`src/rtl/fp_add_pipe.sv`:
```
// fp_add_pipe: three-stage pipelined IEEE-754 style adder/subtractor.
//   S1 unpack / compare / align, S2 add / subtract, S3 normalise / round / pack.
//   Round-to-nearest-even, canonical quiet NaN, flags {invalid, overflow,
//   underflow, inexact} travel with the result.
// Configuration macro: FP_ADD_SUBNORMAL_EN
//   defined   -> subnormal operands and results are supported
//   undefined -> subnormal operands read as signed zero, tiny results flush
module fp_add_pipe #(
  parameter int EXP_W = 8,
  parameter int MAN_W = 23
) (
  input  logic                   clk,
  input  logic                   rst_n,
  input  logic                   in_valid,
  output logic                   in_ready,
  input  logic [EXP_W+MAN_W:0]   a,
  input  logic [EXP_W+MAN_W:0]   b,
  input  logic                   op_sub,
  output logic                   out_valid,
  input  logic                   out_ready,
  output logic [EXP_W+MAN_W:0]   result,
  output logic [3:0]             flags
);

`ifdef FP_ADD_SUBNORMAL_EN
  localparam bit SUB_EN = 1'b1;
`else
  localparam bit SUB_EN = 1'b0;
`endif

  localparam int W       = 1 + EXP_W + MAN_W;
  localparam int SW      = MAN_W + 4;          // hidden, fraction, G, R, S
  localparam int SH_MAX  = MAN_W + 3;          // alignment shift saturation
  localparam int EXP_TOP = (1 << EXP_W) - 1;   // all-ones exponent as int

  localparam logic [EXP_W-1:0] EXP_ONES = '1;
  localparam logic [W-1:0]     QNAN     = {1'b0, EXP_ONES, 1'b1, {(MAN_W-1){1'b0}}};

  typedef struct packed {
    logic             sign;
    logic             nan;
    logic             snan;
    logic             inf;
    logic             flushed;   // non-zero subnormal read as zero
    logic [EXP_W-1:0] exp;       // effective exponent
    logic [MAN_W:0]   sig;       // hidden bit + fraction
  } unpacked_t;

  typedef struct packed {
    logic             special;
    logic [W-1:0]     spec_res;
    logic             spec_invalid;
    logic             sign;
    logic             eff_sub;
    logic             flushed;
    logic [EXP_W-1:0] exp;
    logic [SW-1:0]    sx;
    logic [SW-1:0]    sy;
  } s1_t;

  typedef struct packed {
    logic             special;
    logic [W-1:0]     spec_res;
    logic             spec_invalid;
    logic             sign;
    logic             eff_sub;
    logic             flushed;
    logic [EXP_W-1:0] exp;
    logic [SW:0]      sum;       // carry + SW bits
  } s2_t;

  function automatic unpacked_t unpack(input logic [W-1:0] v, input logic flip);
    unpacked_t        u;
    logic [EXP_W-1:0] e;
    logic [MAN_W-1:0] f;
    e         = v[W-2:MAN_W];
    f         = v[MAN_W-1:0];
    u.sign    = v[W-1] ^ flip;
    u.nan     = (e == EXP_ONES) && (f != '0);
    u.snan    = u.nan && !f[MAN_W-1];
    u.inf     = (e == EXP_ONES) && (f == '0);
    u.flushed = 1'b0;
    if (e != '0) begin
      u.exp = e;
      u.sig = {1'b1, f};
    end else if (SUB_EN) begin
      u.exp = {{(EXP_W-1){1'b0}}, 1'b1};
      u.sig = {1'b0, f};
    end else begin
      u.exp     = '0;
      u.sig     = '0;
      u.flushed = (f != '0);
    end
    return u;
  endfunction

  // Number of leading zeros above the hidden-bit position.
  function automatic int lzc(input logic [SW-1:0] v);
    int n;
    n = SW;
    for (int i = 0; i < SW; i++) begin
      if (v[i]) n = SW - 1 - i;
    end
    return n;
  endfunction

  logic v1, v2, v3;
  s1_t  s1_d, s1_q;
  s2_t  s2_d, s2_q;

  assign out_valid = v3;
  assign in_ready  = out_ready | ~v3;

  // ---------------- S1: unpack, order by magnitude, align ----------------
  unpacked_t        ua, ub;
  logic             a_big;
  logic [MAN_W:0]   sig_x, sig_y;
  logic [EXP_W-1:0] exp_y;
  logic [SW-1:0]    ext_y, shifted;
  logic             lost;
  logic             inf_clash;
  int               diff;

  // Select the larger operand and shift the smaller one into alignment.
  // NOTE: every variable gets a default at the top of an always_comb so no path can infer a latch.
  always_comb begin
    s1_d      = '0;
    ua        = unpack(a, 1'b0);
    ub        = unpack(b, op_sub);
    a_big     = {ua.exp, ua.sig} >= {ub.exp, ub.sig};
    sig_x     = a_big ? ua.sig : ub.sig;
    sig_y     = a_big ? ub.sig : ua.sig;
    exp_y     = a_big ? ub.exp : ua.exp;
    inf_clash = ua.inf & ub.inf & (ua.sign ^ ub.sign);

    s1_d.eff_sub = ua.sign ^ ub.sign;
    s1_d.sign    = a_big ? ua.sign : ub.sign;
    s1_d.flushed = ua.flushed | ub.flushed;
    s1_d.exp     = a_big ? ua.exp : ub.exp;

    diff = int'(s1_d.exp) - int'(exp_y);
    if (diff > SH_MAX) diff = SH_MAX;
    ext_y   = {sig_y, 3'b000};
    shifted = ext_y >> diff;
    lost    = |(ext_y & ~({SW{1'b1}} << diff));
    s1_d.sx = {sig_x, 3'b000};
    s1_d.sy = {shifted[SW-1:1], shifted[0] | lost};

    // NaN and infinity outcomes bypass the arithmetic datapath.
    if (ua.nan || ub.nan || inf_clash) begin
      s1_d.special      = 1'b1;
      s1_d.spec_res     = QNAN;
      s1_d.spec_invalid = ua.snan | ub.snan | inf_clash;
    end else if (ua.inf) begin
      s1_d.special  = 1'b1;
      s1_d.spec_res = {ua.sign, EXP_ONES, {MAN_W{1'b0}}};
    end else if (ub.inf) begin
      s1_d.special  = 1'b1;
      s1_d.spec_res = {ub.sign, EXP_ONES, {MAN_W{1'b0}}};
    end
  end

  // ---------------- S2: magnitude add or subtract ----------------
  // Larger minus smaller keeps the difference non-negative.
  always_comb begin
    s2_d.special      = s1_q.special;
    s2_d.spec_res     = s1_q.spec_res;
    s2_d.spec_invalid = s1_q.spec_invalid;
    s2_d.sign         = s1_q.sign;
    s2_d.eff_sub      = s1_q.eff_sub;
    s2_d.flushed      = s1_q.flushed;
    s2_d.exp          = s1_q.exp;
    s2_d.sum          = s1_q.eff_sub ? ({1'b0, s1_q.sx} - {1'b0, s1_q.sy})
                                     : ({1'b0, s1_q.sx} + {1'b0, s1_q.sy});
  end

  // ---------------- S3: normalise, round, pack ----------------
  logic [W-1:0]   res_d;
  logic [3:0]     flags_d;
  logic [SW-1:0]  norm;
  logic [MAN_W:0] mant, mant_f;
  logic [MAN_W+1:0] mant_r;
  logic           guard, rs, rnd, tiny, inexact;
  int             exp_i, sh;

  // Normalise the sum, round to nearest-even and resolve the exception cases.
  always_comb begin
    res_d   = '0;
    flags_d = '0;
    norm    = '0;
    exp_i   = int'(s2_q.exp);
    sh      = 0;
    if (s2_q.sum[SW]) begin
      norm  = {s2_q.sum[SW:2], s2_q.sum[1] | s2_q.sum[0]};
      exp_i = exp_i + 1;
    end else begin
      sh = lzc(s2_q.sum[SW-1:0]);
      if (sh > exp_i - 1) sh = exp_i - 1;   // stop at the minimum normal exponent
      norm  = s2_q.sum[SW-1:0] << sh;
      exp_i = exp_i - sh;
    end
    tiny    = ~norm[SW-1];
    guard   = norm[2];
    rs      = norm[1] | norm[0];
    inexact = guard | rs | s2_q.flushed;
    mant    = norm[SW-1:3];
    rnd     = guard & (rs | mant[0]);
    mant_r  = {1'b0, mant} + {{(MAN_W+1){1'b0}}, rnd};
    if (mant_r[MAN_W+1]) begin
      mant_f = mant_r[MAN_W+1:1];
      exp_i  = exp_i + 1;
    end else begin
      mant_f = mant_r[MAN_W:0];
    end

    if (s2_q.special) begin
      res_d   = s2_q.spec_res;
      flags_d = {s2_q.spec_invalid, 3'b000};
    end else if (s2_q.sum == '0) begin
      // Exact cancellation gives +0; equal-signed zeros keep their sign.
      res_d   = {s2_q.sign & ~s2_q.eff_sub, {(W-1){1'b0}}};
      flags_d = {2'b00, s2_q.flushed, s2_q.flushed};
    end else if (exp_i >= EXP_TOP) begin
      res_d   = {s2_q.sign, EXP_ONES, {MAN_W{1'b0}}};
      flags_d = 4'b0101;
    end else if (tiny && !SUB_EN) begin
      res_d   = {s2_q.sign, {(W-1){1'b0}}};
      flags_d = 4'b0011;
    end else begin
      res_d   = {s2_q.sign, (mant_f[MAN_W] ? EXP_W'(exp_i) : {EXP_W{1'b0}}),
                 mant_f[MAN_W-1:0]};
      flags_d = {2'b00, tiny & inexact, inexact};
    end
  end

  // Pipeline registers: every stage moves together, or all hold on a stall.
  // NOTE: non-blocking assignments make each stage capture the pre-edge value of the one before it.
  always_ff @(posedge clk or negedge rst_n) begin
    if (!rst_n) begin
      v1     <= 1'b0;
      v2     <= 1'b0;
      v3     <= 1'b0;
      s1_q   <= '0;
      s2_q   <= '0;
      result <= '0;
      flags  <= '0;
    end else if (in_ready) begin
      v1     <= in_valid;
      s1_q   <= s1_d;
      v2     <= v1;
      s2_q   <= s2_d;
      v3     <= v2;
      result <= res_d;
      flags  <= flags_d;
    end
  end

endmodule

```
`config.mk`:
```
export PLATFORM = sky130hd
export DESIGN_NAME = fp_add_pipe
export DESIGN_NICKNAME = d
export VERILOG_FILES = /design/src/rtl/fp_add_pipe.sv
export SDC_FILE = /design/constraint.sdc
export NUM_CORES = 1
export LEC_CHECK = 0
export ABC_AREA = 1
export CORE_ASPECT_RATIO = 0.8
export CORE_MARGIN = 2
export CORE_UTILIZATION = 55
export CTS_CLUSTER_SIZE = 12
export DETAILED_ROUTE_END_ITERATION = 7
export GPL_TIMING_DRIVEN = 1
export PLACE_DENSITY_LB_ADDON = 0.3
export SETUP_SLACK_MARGIN = 0.15
export SLEW_MARGIN = 25
export SYNTH_ARGS = -nofsm -noshare
export SYNTH_HDL_FRONTEND = slang
export SYNTH_SLANG_ARGS = --single-unit
```
`constraint.sdc`:
```
create_clock -name clk -period 7.8 [get_ports clk]
set_input_delay 1.56 -clock clk [delete_from_list [all_inputs] [get_ports clk]]
set_output_delay 1.56 -clock clk [all_outputs]
set_load 0.05 [all_outputs]
```
**After elaboration in Yosys (flattened, before gate mapping)**

Index checks and enable logic that the tools add are counted.
W data, S select, Z words.

- Logic and storage cells: 137
- Bits in registers: 208
- Output and inout port bits: 38
- Input bits: 69

- Reductions and logical operators: 18
- Shift operators: 3
- Multiplexer cells: 58
- Add/subtract/negate cells: 8
- Equal/unequal tests: 2
- Bitwise logic cells: 22
- Magnitude comparators: 4

Operators with widths:

| kind | count |
|---|---|
| $mux W32 | 36 |
| $mux W33 | 3 |
| $mux W24 | 3 |
| $mux W31 | 2 |
| $logic_not A23 Y1 | 2 |
| $reduce_bool A23 Y1 | 2 |
| $add A32 B2 Y32 const B | 1 |
| $ge A32 B32 Y1 | 1 |
| $ge A32 B9 Y1 const B | 1 |
| $gt A32 B32 Y1 | 1 |
| $shl A27 B32 Y27 | 1 |
| $shl A27 B32 Y27 const A | 1 |
| $shr A27 B32 Y27 | 1 |
| $sub A9 B32 Y32 | 1 |
| $add A27 B27 Y28 | 1 |
| $logic_not A28 Y1 | 1 |
| $mux W28 | 1 |
| $sub A27 B27 Y28 | 1 |
| $and A27 B27 Y27 | 1 |
| $mux W27 | 1 |
| $not A27 Y27 | 1 |
| $reduce_or A27 Y1 | 1 |
| $add A24 B1 Y25 | 1 |
| $mux W8 | 3 |
| other kinds (17) | 47 |

**Longest topological paths before layout**

Gate-level depths: netlist of run 1.

- Depth after elaboration: 43
- Mapped depth: 69

**Worst setup path after synthesis of run 1**

Ideal clock, no wire load.

- Kind: register to register
- Start point: reg s2_q[2] (netlist name)
- End point: reg result[15]
- Data arrival time: 6724 ps
- Setup time: 124 ps
- Period minus slack after synthesis: 6848 ps
- Cell stages (with the launch flop): 67
- Setup slack: 952 ps
- Path through: dfrtp_1 inv_2 nand2_1 nand2_1 nand2_1 nand2_1 nand2_1 nand2_1 nand2_1 nand2_1 nand2_1 nand2_1 nand2_1 nand2_1 nand2_1 nand2_1 nand2_1 nand2_1 [31 not listed] nor2_1 nand2_1 nor3_1 nand2_1 nor4_1 xor2_1 nand4_1 nand2_1 clkinv_1 nand2_1 nor2_1 nand2_1 nor2_1 nand2_1 nand2_2 nand2_2 buf_6 o21ai_2

- Longest elaborated chain between the ends: 40
- Elaborated cells on any way between the ends: 46
- Classes of those cells: 3 x add/sub; 2 x order compare; 1 x shift; 36 x mux; 3 x bitwise; 1 x reduce/logical

RTL lines:

| what | line | text |
|---|---|---|
| start: declaration | 109 | `s2_t s2_d, s2_q;` |
| start signal: assignment | 244 | `s2_q <= '0;` |
| start signal: assignment | 251 | `s2_q <= s2_d;` |
| branches (longest 38 deep; another with $mux W32) | n/a |  |
| $mux W32 * | 219 | `end else if (s2_q.sum == '0) begin` |
| $mux W32 * | 216 | `if (s2_q.special) begin` |
| end signal: assignment | 253 | `result <= res_d;` |
| end: declaration | 21 | `output logic [EXP_W+MAN_W:0] result,` |

Every way passes the cells marked *. The select of a mux whose other input is x is not followed.
A chain may end at the register's enable or synchronous reset.

**Worst setup path after layout of run 1**

- Start point: reg s2_q[3] (netlist name)
- End point: reg result[21]

- Longest elaborated chain between the ends: 39
- Elaborated cells on any way between the ends: 45
- Classes of those cells: 3 x add/sub; 2 x order compare; 1 x shift; 35 x mux; 3 x bitwise; 1 x reduce/logical

RTL lines:

| what | line |
|---|---|
| branches (longest 37 deep; another with $mux W32) | n/a |
| $mux W32 * | 219 |
| $mux W32 * | 216 |

Marked as above.

==> metrics list, run 1 <==
* Instance count on the critical path: 55
- After Yosys synthesis, full adders, half adders and majority gates account for 8.26% of the synthesized area.
* DRC Markers: 0
* Cell type with the highest aggregate area in the netlist: sky130_fd_sc_hd__dfrtp_1
- Cell occurring most often along the worst timing path: sky130_fd_sc_hd__inv_1
- Global routing consumed, over all layers together, around 37% of the routing resources.
- Area of combinational cells with multiple inputs: 0.0112 mm²
* Simple-gate portion of the synthesized area: a little over a third
* I/O pins: between 100 and 150
- After synthesis the netlist holds a flip-flop and latch count of 148.
- Vias in the first global route: between 15000 and 20000
* Largest family of logic cells by synthesized area: simple AND/OR/NAND/NOR gates
- Syn avg cell area: 6.09 µm²
* Area of the mapped netlist: between 0.015 and 0.02 mm²
- Largest cells by area after synthesis: sky130_fd_sc_hd__dfrtp_1 (23%), sky130_fd_sc_hd__nand2_1 (16%), sky130_fd_sc_hd__ha_1 (8.0%)
- TritonCTS built the clock tree.
- The analysis attributes to cell leakage a power of 9.30 nW.
* Clock Power Share: between 10% and 20%
- The commonest cells after synthesis are sky130_fd_sc_hd__nand2_1 (719), sky130_fd_sc_hd__inv_1 (315), sky130_fd_sc_hd__nor2_1 (273).
- The count of nets left with antenna violations once routing finished came out at 0.
- Final worst-path cycle share: between 90% and 100%
* Gr ovfl total: 0
- Half-perimeter wire length of the detailed placement result: around 45000 µm
- Clock Sinks: between 100 and 150
- For this design the total switching power over the nets is between 0.004 and 0.005 W.
- Worst slack at placement: approximately 57 ps
- The die is around 160 µm tall.
- Max VDD drop: approximately 0.28 mV
- Static timing analysis puts the maximum clock frequency at 0.137 GHz.
- Async set-reset flop share out of synthesis: 100%
* Initial antenna violation count: 1
* R2r setup slk: 490 ps
- Total power for the finished layout comes to 0.00851 W.
* Share of the synthesized area in the top cell type: between 20% and 30%
- Worst R2R End: result[21]
- Syn Nets: between 2000 and 3000
- Largest net degree at the start of global routing: 85
- Final instance count without filler cells: about 3200
- Largest buffer count on any clock path: 2
- Peak per-stage delay on the critical path: 420 ps
* Internal power summed over all cells: about 0.0036 W
- Routed wire length: between 50000 and 60000 µm
- The worst setup path is launched from a register.
- Cell type group with the largest total delay on the critical path: simple AND/OR/NAND/NOR gates
* Total count of hold-check failures in the final report: 0
- After routing the design area is between 0.015 and 0.02 mm².
* Source of the worst hold timing path: v2
* Compound-gate portion of the synthesized area: 17.4%
- Port buffering added approximately 110 buffers.
* Share of synthesized area spent on multiplexers: less than 1%
* Deepest level of the CTS H-tree: 4
- Routed vias: 18800
- Fraction of power consumed by combinational cells: 74.6%
- The core region is 0.0293 mm².
- Die Wd: roughly 200 µm
- Instance count along the most critical hold path: 2
* Setup repair after global routing missed its margin: yes
- Class of the worst hold path: reg -> reg
- The worst setup path is of the reg -> reg kind.
- The detailed router finished its first iteration with 2002 violations.
- Layout cells sized above 1: 8.94%
* Portion of total power attributed to sequential cells: between 15 and 20%
- At the end of routability-driven placement, the weighted congestion stood at between 1 and 1.5.
- Cell area after placement: 0.0178 mm²
- For hold timing, the worst endpoint is out_valid.
- Synthesis handed over a netlist of roughly 2700 instances.
* Number of endpoints failing setup at the final stage: 0
- In this run the power density over the cells is about 450 mW/mm².
* Data required time at the worst endpoint: about 8200 ps
- Top flip-flop cell by instance count after synthesis: sky130_fd_sc_hd__dfrtp_1
- Switching fraction of total power: about three fifths
- STA puts the critical path data arrival time at slightly below 8000 ps.
- FP Rows: between 50 and 60
- For this run, the detailed router's first-pass iteration total came to 8.
* Yosys warning count: 0
- Clock tree skew after final layout: a little under 9 ps
- Setup slack after layout: 491 ps
- Slew at the pin with the worst max-slew slack: just over 1000 ps
- Clock buffers created by TritonCTS: 17
- Of all nets on the critical path, the largest fanout is 6.
- Compared with the post-synthesis result, the final layout area differs by 15.3%.
- Via density per instance: about 5.9
- Summing the sequential cell areas from Yosys gives between 20% and 30% of the chip area.
* Clock latency on the worst-skew pair: 460 ps
* Die Outline Area: ~0.031 mm²
- Across the run, the number of max-cap violations was 0.
- Status: finished, final reports clean
- Most numerous cell in the Yosys netlist: sky130_fd_sc_hd__nand2_1
* Worst reg2reg path depth: 55
- Clock-pin slew was measured on the worst setup and hold paths at 70 ps.
- In the final layout, flip-flops and latches occupy 0.00370 mm².
- Crit-path slowest cell: sky130_fd_sc_hd__dfrtp_1
* Post-synth EDFFs: 0
* Routed wirelength normalized by instance count: 18.4 µm
- Parity-gate share of the synthesized area counting xor and xnor cells: under 10%
- The first global-routing pass estimated roughly 90000 µm of wire.
* Category of the worst setup path capture point: register
* Netlist cell types: 59
- Headroom to the max-slew limit came out at a little under a third.
- The final count of pins violating max slew is 0.
* Startpoint of the worst register-to-register path: s2_q[3]
* # fillers: approximately 2700
- Number of cells in the design after placement: about 3100
- The initial utilization of the core area, before any placement, comes to a little under three fifths.
- The cell sitting at the root of the clock tree is a sky130_fd_sc_hd__clkbuf_16.
* Final critical path time including I/O delays and setup: about 7300 ps
- The critical path contains buffers and inverters numbering 15 combined.
* Nets: between 2000 and 3000
-- cell families after synthesis --
| group | after synthesis |
|---|---|
| xor gates and xnor gates | 69 |
| buffers and inverters | 461 |
| and+or+nand+nor | 1393 |
| muxes | 5 |
| DFF | 148 |
| adders and majority gates | 107 |
| AOI/OAI and AO/OA | 511 |
-- worst register-to-register path, delay by kind of cell (launching register included) --
family          cells  cell delay [ps]
buf+inv            15             1240
flops               1              420
fa+ha+maj           3              800
compound gates     14             1930
simple gates       22             2700
xor+xnor            1              170
-- power by group through the flow --
stage | sequential (W) | combinational (W) | clock, W
4_1_cts | 0.00128 | 0.00595 | 0.000858
5_1_grt | 0.00132 | 0.00702 | 0.000885
2_1_floorplan | 0.00140 | 0.00422 | 0
3_5_place_dp | 0.00129 | 0.00591 | 0
6_report | 0.00130 | 0.00635 | 0.000858
3_3_place_gp | 0.00129 | 0.00585 | 0
-- registers in the layout, summed over array words and instances, names as in the netlist --
name	flops
s1_q	66
s2_q	43
result	32
flags	4
out_valid	1
v1	1
v2	1
-- worst max-delay path by stage --
stage / end / startpoint / slack [ps]
after floorplan: result[15] / s2_q[2] / 950
after global placement: result[0] / s2_q[2] / 210
after detailed placement: result[0] / s2_q[2] / 60
after CTS: result[0] / s2_q[0] / 150
after global routing: result[21] / s2_q[2] / -40
final: result[21] / s2_q[3] / 490
-- metrics by stage --
step,TNS (ps),hold slack [ps],utilization (%)
5_1_grt,-480,497,64.5
4_1_cts,0,462,62.9
3_3_place_gp,0,440,60.8
3_5_place_dp,0,446,60.8
6_report,0,464,64.5
2_1_floorplan,0,420,-
-- timing repair --
action	CTS	global route
cloned	0	3
pin swaps	0	26
resized for setup	3	70
setup endpoints to repair	22	53
buffers inserted	0	18
hold buffers	0	0
-- cell usage in the layout, fill, tap and decap left out, types with 14 or more instances in the layout --
cell and instances:
sky130_fd_sc_hd__inv_1 309, sky130_fd_sc_hd__o21ai_0 205, sky130_fd_sc_hd__a21oi_1 163, sky130_fd_sc_hd__nor4_1 16, sky130_fd_sc_hd__clkdlybuf4s50_1 105, sky130_fd_sc_hd__o31ai_1 14
sky130_fd_sc_hd__nand3_2 15, sky130_fd_sc_hd__inv_2 17, sky130_fd_sc_hd__buf_4 68, sky130_fd_sc_hd__clkbuf_16 19, sky130_fd_sc_hd__o211ai_1 17, sky130_fd_sc_hd__o21ai_1 30
sky130_fd_sc_hd__nor2_2 19, sky130_fd_sc_hd__nand2_1 713, sky130_fd_sc_hd__ha_1 100, sky130_fd_sc_hd__nand3_1 240, sky130_fd_sc_hd__nand4_1 45, sky130_fd_sc_hd__dfrtp_1 148
sky130_fd_sc_hd__xor2_1 55, sky130_fd_sc_hd__o21ai_2 25, sky130_fd_sc_hd__nor3_1 26, sky130_fd_sc_hd__o22ai_1 15, sky130_fd_sc_hd__nor2_1 260
-- area by class of cell --
cell class,count,share of cell area [%]
inverters,338,6.76
clock buffers,18,2.32
clock inverters,14,0.755
multi-input cells,2085,59.0
repair buffers,181,9.02
well taps,377,2.50
flip-flops and latches,148,19.6
diodes,1,0.0132
-- per-layer routing --
metal | wire length (µm) | vias to the layer above | GRT usage [%]
li1 | - | 8970 | -
met1 | 26800 | 8789 | 54.2
met2 | 23700 | 947 | 53.2
met3 | 6410 | 96 | 8.43
met4 | 1180 | 0 | 8.70
met5 | 0 | - | 0
Note: power is estimated with default switching activity, not from simulation.
==> inputs of run 2 (changes only) <==
--- a/config.mk
+++ b/config.mk
@@ -8,7 +8,7 @@
 export ABC_AREA = 1
 export CORE_ASPECT_RATIO = 0.8
 export CORE_MARGIN = 2
-export CORE_UTILIZATION = 55
+export CORE_UTILIZATION = 40
 export CTS_CLUSTER_SIZE = 12
 export DETAILED_ROUTE_END_ITERATION = 7
 export GPL_TIMING_DRIVEN = 1
==> metrics list, run 2 (synthesis gave the netlist of run 1 again) <==
- The flow ran to the end, and the final reports show no timing, DRC or antenna violations.
- The worst register-to-register path ends at result[17].
- Peak per-stage delay on the critical path: 400 ps (-20 ps)
* FP Rows: 66 (+18%)
- The maximum ir drop on the vdd rail came to 0.202 mV (-29%).
* Half-perimeter wire length of the detailed placement result: 45700 µm (+2.6%)
- The final hold violation count was 0 (unchanged).
- The total non-filler cell area in the finished layout is 0.0194 mm² (+2.5%).
- Broken down by cell family, the worst path's largest delay share belongs to simple AND/OR/NAND/NOR gates.
* PwrDens: 449 mW/mm² (-0.34%)
* Clock Sinks: 148 (unchanged)
- The final-report setup violation count was 0 (unchanged).
* Starting density of the core: 40.4% (-16 points)
- Hold buffer count at CTS: 0 (unchanged)
* Crit-path slowest cell: sky130_fd_sc_hd__dfrtp_1
* Hold Path End: out_valid
- I/O pins: 107 (unchanged)
* Antenna diode count: 0 (-1)
* Commonest cells after routing, fill and taps aside: sky130_fd_sc_hd__nand2_1 (711), sky130_fd_sc_hd__inv_1 (305), sky130_fd_sc_hd__nor2_1 (251), sky130_fd_sc_hd__nand3_1 (237), sky130_fd_sc_hd__o21ai_0 (206)
- Setup TNS: 0 ps (unchanged)
* Crit path DAT: 7550 ps (-140 ps)
* Die Outline Area: 0.0426 mm² (+37%)
- The depth of the worst register-to-register path was 66 (+20%).
- I/O Buffers: 106 (unchanged)
* Final worst-path cycle share: 91.8% (-2.0 points)
- The required time of the critical path was 8200 ps (+20 ps).
- Sequential cell area in the final layout: 0.00370 mm² (unchanged)
- Largest registers: s1_q (66), s2_q (43), result (32)
* Total leakage power: 9.41 nW (+1.2%)
* Largest net degree at the start of global routing: 83 (-2.4%)
- Class of the worst hold path: reg -> reg
* Setup repair after global routing missed its margin: no
* Instance count along the most critical hold path: 2 (unchanged)
- By instance count, the cell type seen most on the critical path is sky130_fd_sc_hd__nand2_1.
- The residual DRC count came to 0 (unchanged).
- Clock latency on the worst-skew pair: 470 ps (about the same)
- Crit Path Category: reg -> reg
- The ratio of routed vias to standard cells came to 5.51 (-7.4%).
- Initial antenna violation count: 1 (unchanged)
- The fill cell instance count of the final layout came to 4275 (+56%).
* Clock buffers created by TritonCTS: 17 (unchanged)
- Slew at the pin with the worst max-slew slack: 1030 ps (+12.1 ps)
* Signed area change from the synthesized netlist to the final layout: 18.1%
- The all-layer global routing usage is 27.6% (-8.9 points).
* Max transition margin: 31.1% (-0.81 points)
* Clock tree skew after final layout: 14.5 ps (+5.60 ps)
- The minimum clock period after layout was 7160 ps (-153 ps).
- Max_cap viols: 0 (unchanged)
- The maximum clock path buffer count was 2 (unchanged).
- The clock-pin slew reported for the worst setup and hold paths after clock tree synthesis is 80 ps (about the same).
- The area occupied by multi-input gates was 0.0113 mm² (+1.4%).
- The violation count after the first detailed-route iteration was 2030 (+1.4%).
- The highest attainable clock frequency is 0.140 GHz (+2.1%).
* Most common cell after layout, fill and taps aside: sky130_fd_sc_hd__nand2_1
- The worst reg-to-reg setup slack was 640 ps (+150 ps).
* Routed wire length: 59300 µm (+2.0%)
- The die boundary height is 185 µm (+17%).
* Routed wirelength normalized by instance count: 17.8 µm (-3.3%)
* Pins Over Slew Limit: 0 (unchanged)
* Number of flip-flops in the largest register: 66 (unchanged)
* Deepest level of the CTS H-tree: 4 (unchanged)
- STA classifies the critical path endpoint as a register.
- The global-route wire length before repair is 93000 µm (+3.9%).
* Antenna-violating nets left: 0 (unchanged)
- STA classifies the critical path startpoint as a register.
- The width of the die came to 230 µm (+17%).
- Buf/Inv on CP: 12 (-3)
- The number of vias after detailed routing is 18400 (-2.3%).
- Clock root cell: sky130_fd_sc_hd__clkbuf_16
- Cell area after placement: 0.0181 mm² (+1.4%)
* Layout cells sized above 1: 9.93% (+0.98 points)
- Vias in the first global route: 16800 (+1.4%)
* Gr ovfl total: 0 (unchanged)
- Final instance count without filler cells: 3334 (+5.4%)
- Global placement routability congestion: 1.02 (-1.7%)
- Biggest register: s1_q
* Source of the worst hold timing path: v2
- Nets: 2953 (+0.20%)
- The placeable core area came to 0.0405 mm² (+38%).
* Number of cells in the design after placement: 3276 (+5.4%)
* Startpoint of the worst register-to-register path: s2_q[2]
- The peak fanout along the critical path is 5 (-1).
* First-pass DRT Iterations: 5 (-3)
- CTS tree: yes
==> run 2: timing repair <==
item,CTS,global route
gates resized for setup,2,102
buffers inserted,0,23
cloned,0,3
pin swaps,0,47
endpoints found under the setup margin,29,35
==> run 2: through the flow <==
stage / setup slack [ps] / total power [W] / util [%] / hold WS [ps]
2_1_floorplan: 952 / 0.00563 / - / 420
3_3_place_gp: 253 / 0.00726 / 44.6 / 445
3_5_place_dp: 115 / 0.00731 / 44.6 / 446
4_1_cts: 193 / 0.00823 / 46.1 / 463
5_1_grt: 51.6 / 0.00951 / 47.8 / 505
6_report: 643 / 0.00869 / 47.8 / 457
==> run 2: worst register-to-register path, delay by kind of cell, from the launching register on <==
kind | cells | cell delay (ps)
XOR/XNOR | 1 | 120
AND/OR/NAND/NOR | 41 | 3540
buffers and inverters | 12 | 960
flip-flops | 1 | 400
AO/OA/AOI/OAI | 9 | 1280
adder cells (fa/ha/maj) | 3 | 770
==> run 2: how the worst max path moves through the flow <==
stage / endpoint / slack [ps] / start / cells after the start
detailed placement: result[1] / 120 / s2_q[2] / 65
floorplan: result[15] / 950 / s2_q[2] / 66
CTS: result[1] / 190 / s2_q[2] / 65
global placement: result[0] / 250 / s2_q[2] / 65
global route: result[17] / 50 / s2_q[1] / 68
finish: result[17] / 640 / s2_q[2] / 66
==> run 2: routing by layer <==
layer	routed length, µm	up-vias	part of all wire (%)	GRT usage, %
li1	-	9000	-	-
met1	29500	8528	50	42.2
met2	24100	768	41	40.1
met3	4690	66	7.9	3.96
met4	1010	0	1.7	7.07
met5	0	-	0	0
==> run 2: cell type report <==
cell class | instances | area share (%)
clock inverter | 15 | 0.943
tap | 544 | 3.51
inverter | 338 | 6.58
multi-input combinational | 2085 | 58.4
timing repair buffer | 187 | 9.21
sequential | 148 | 19.1
clock buffer | 17 | 2.20
==> run 2: where the power goes <==
part           internal, W  switching (W)  leakage [nW]
Clock             0.000487       0.000405         0.298
Combinational      0.00212        0.00439          7.27
Sequential         0.00102       0.000262          1.84
Total              0.00363        0.00506          9.41
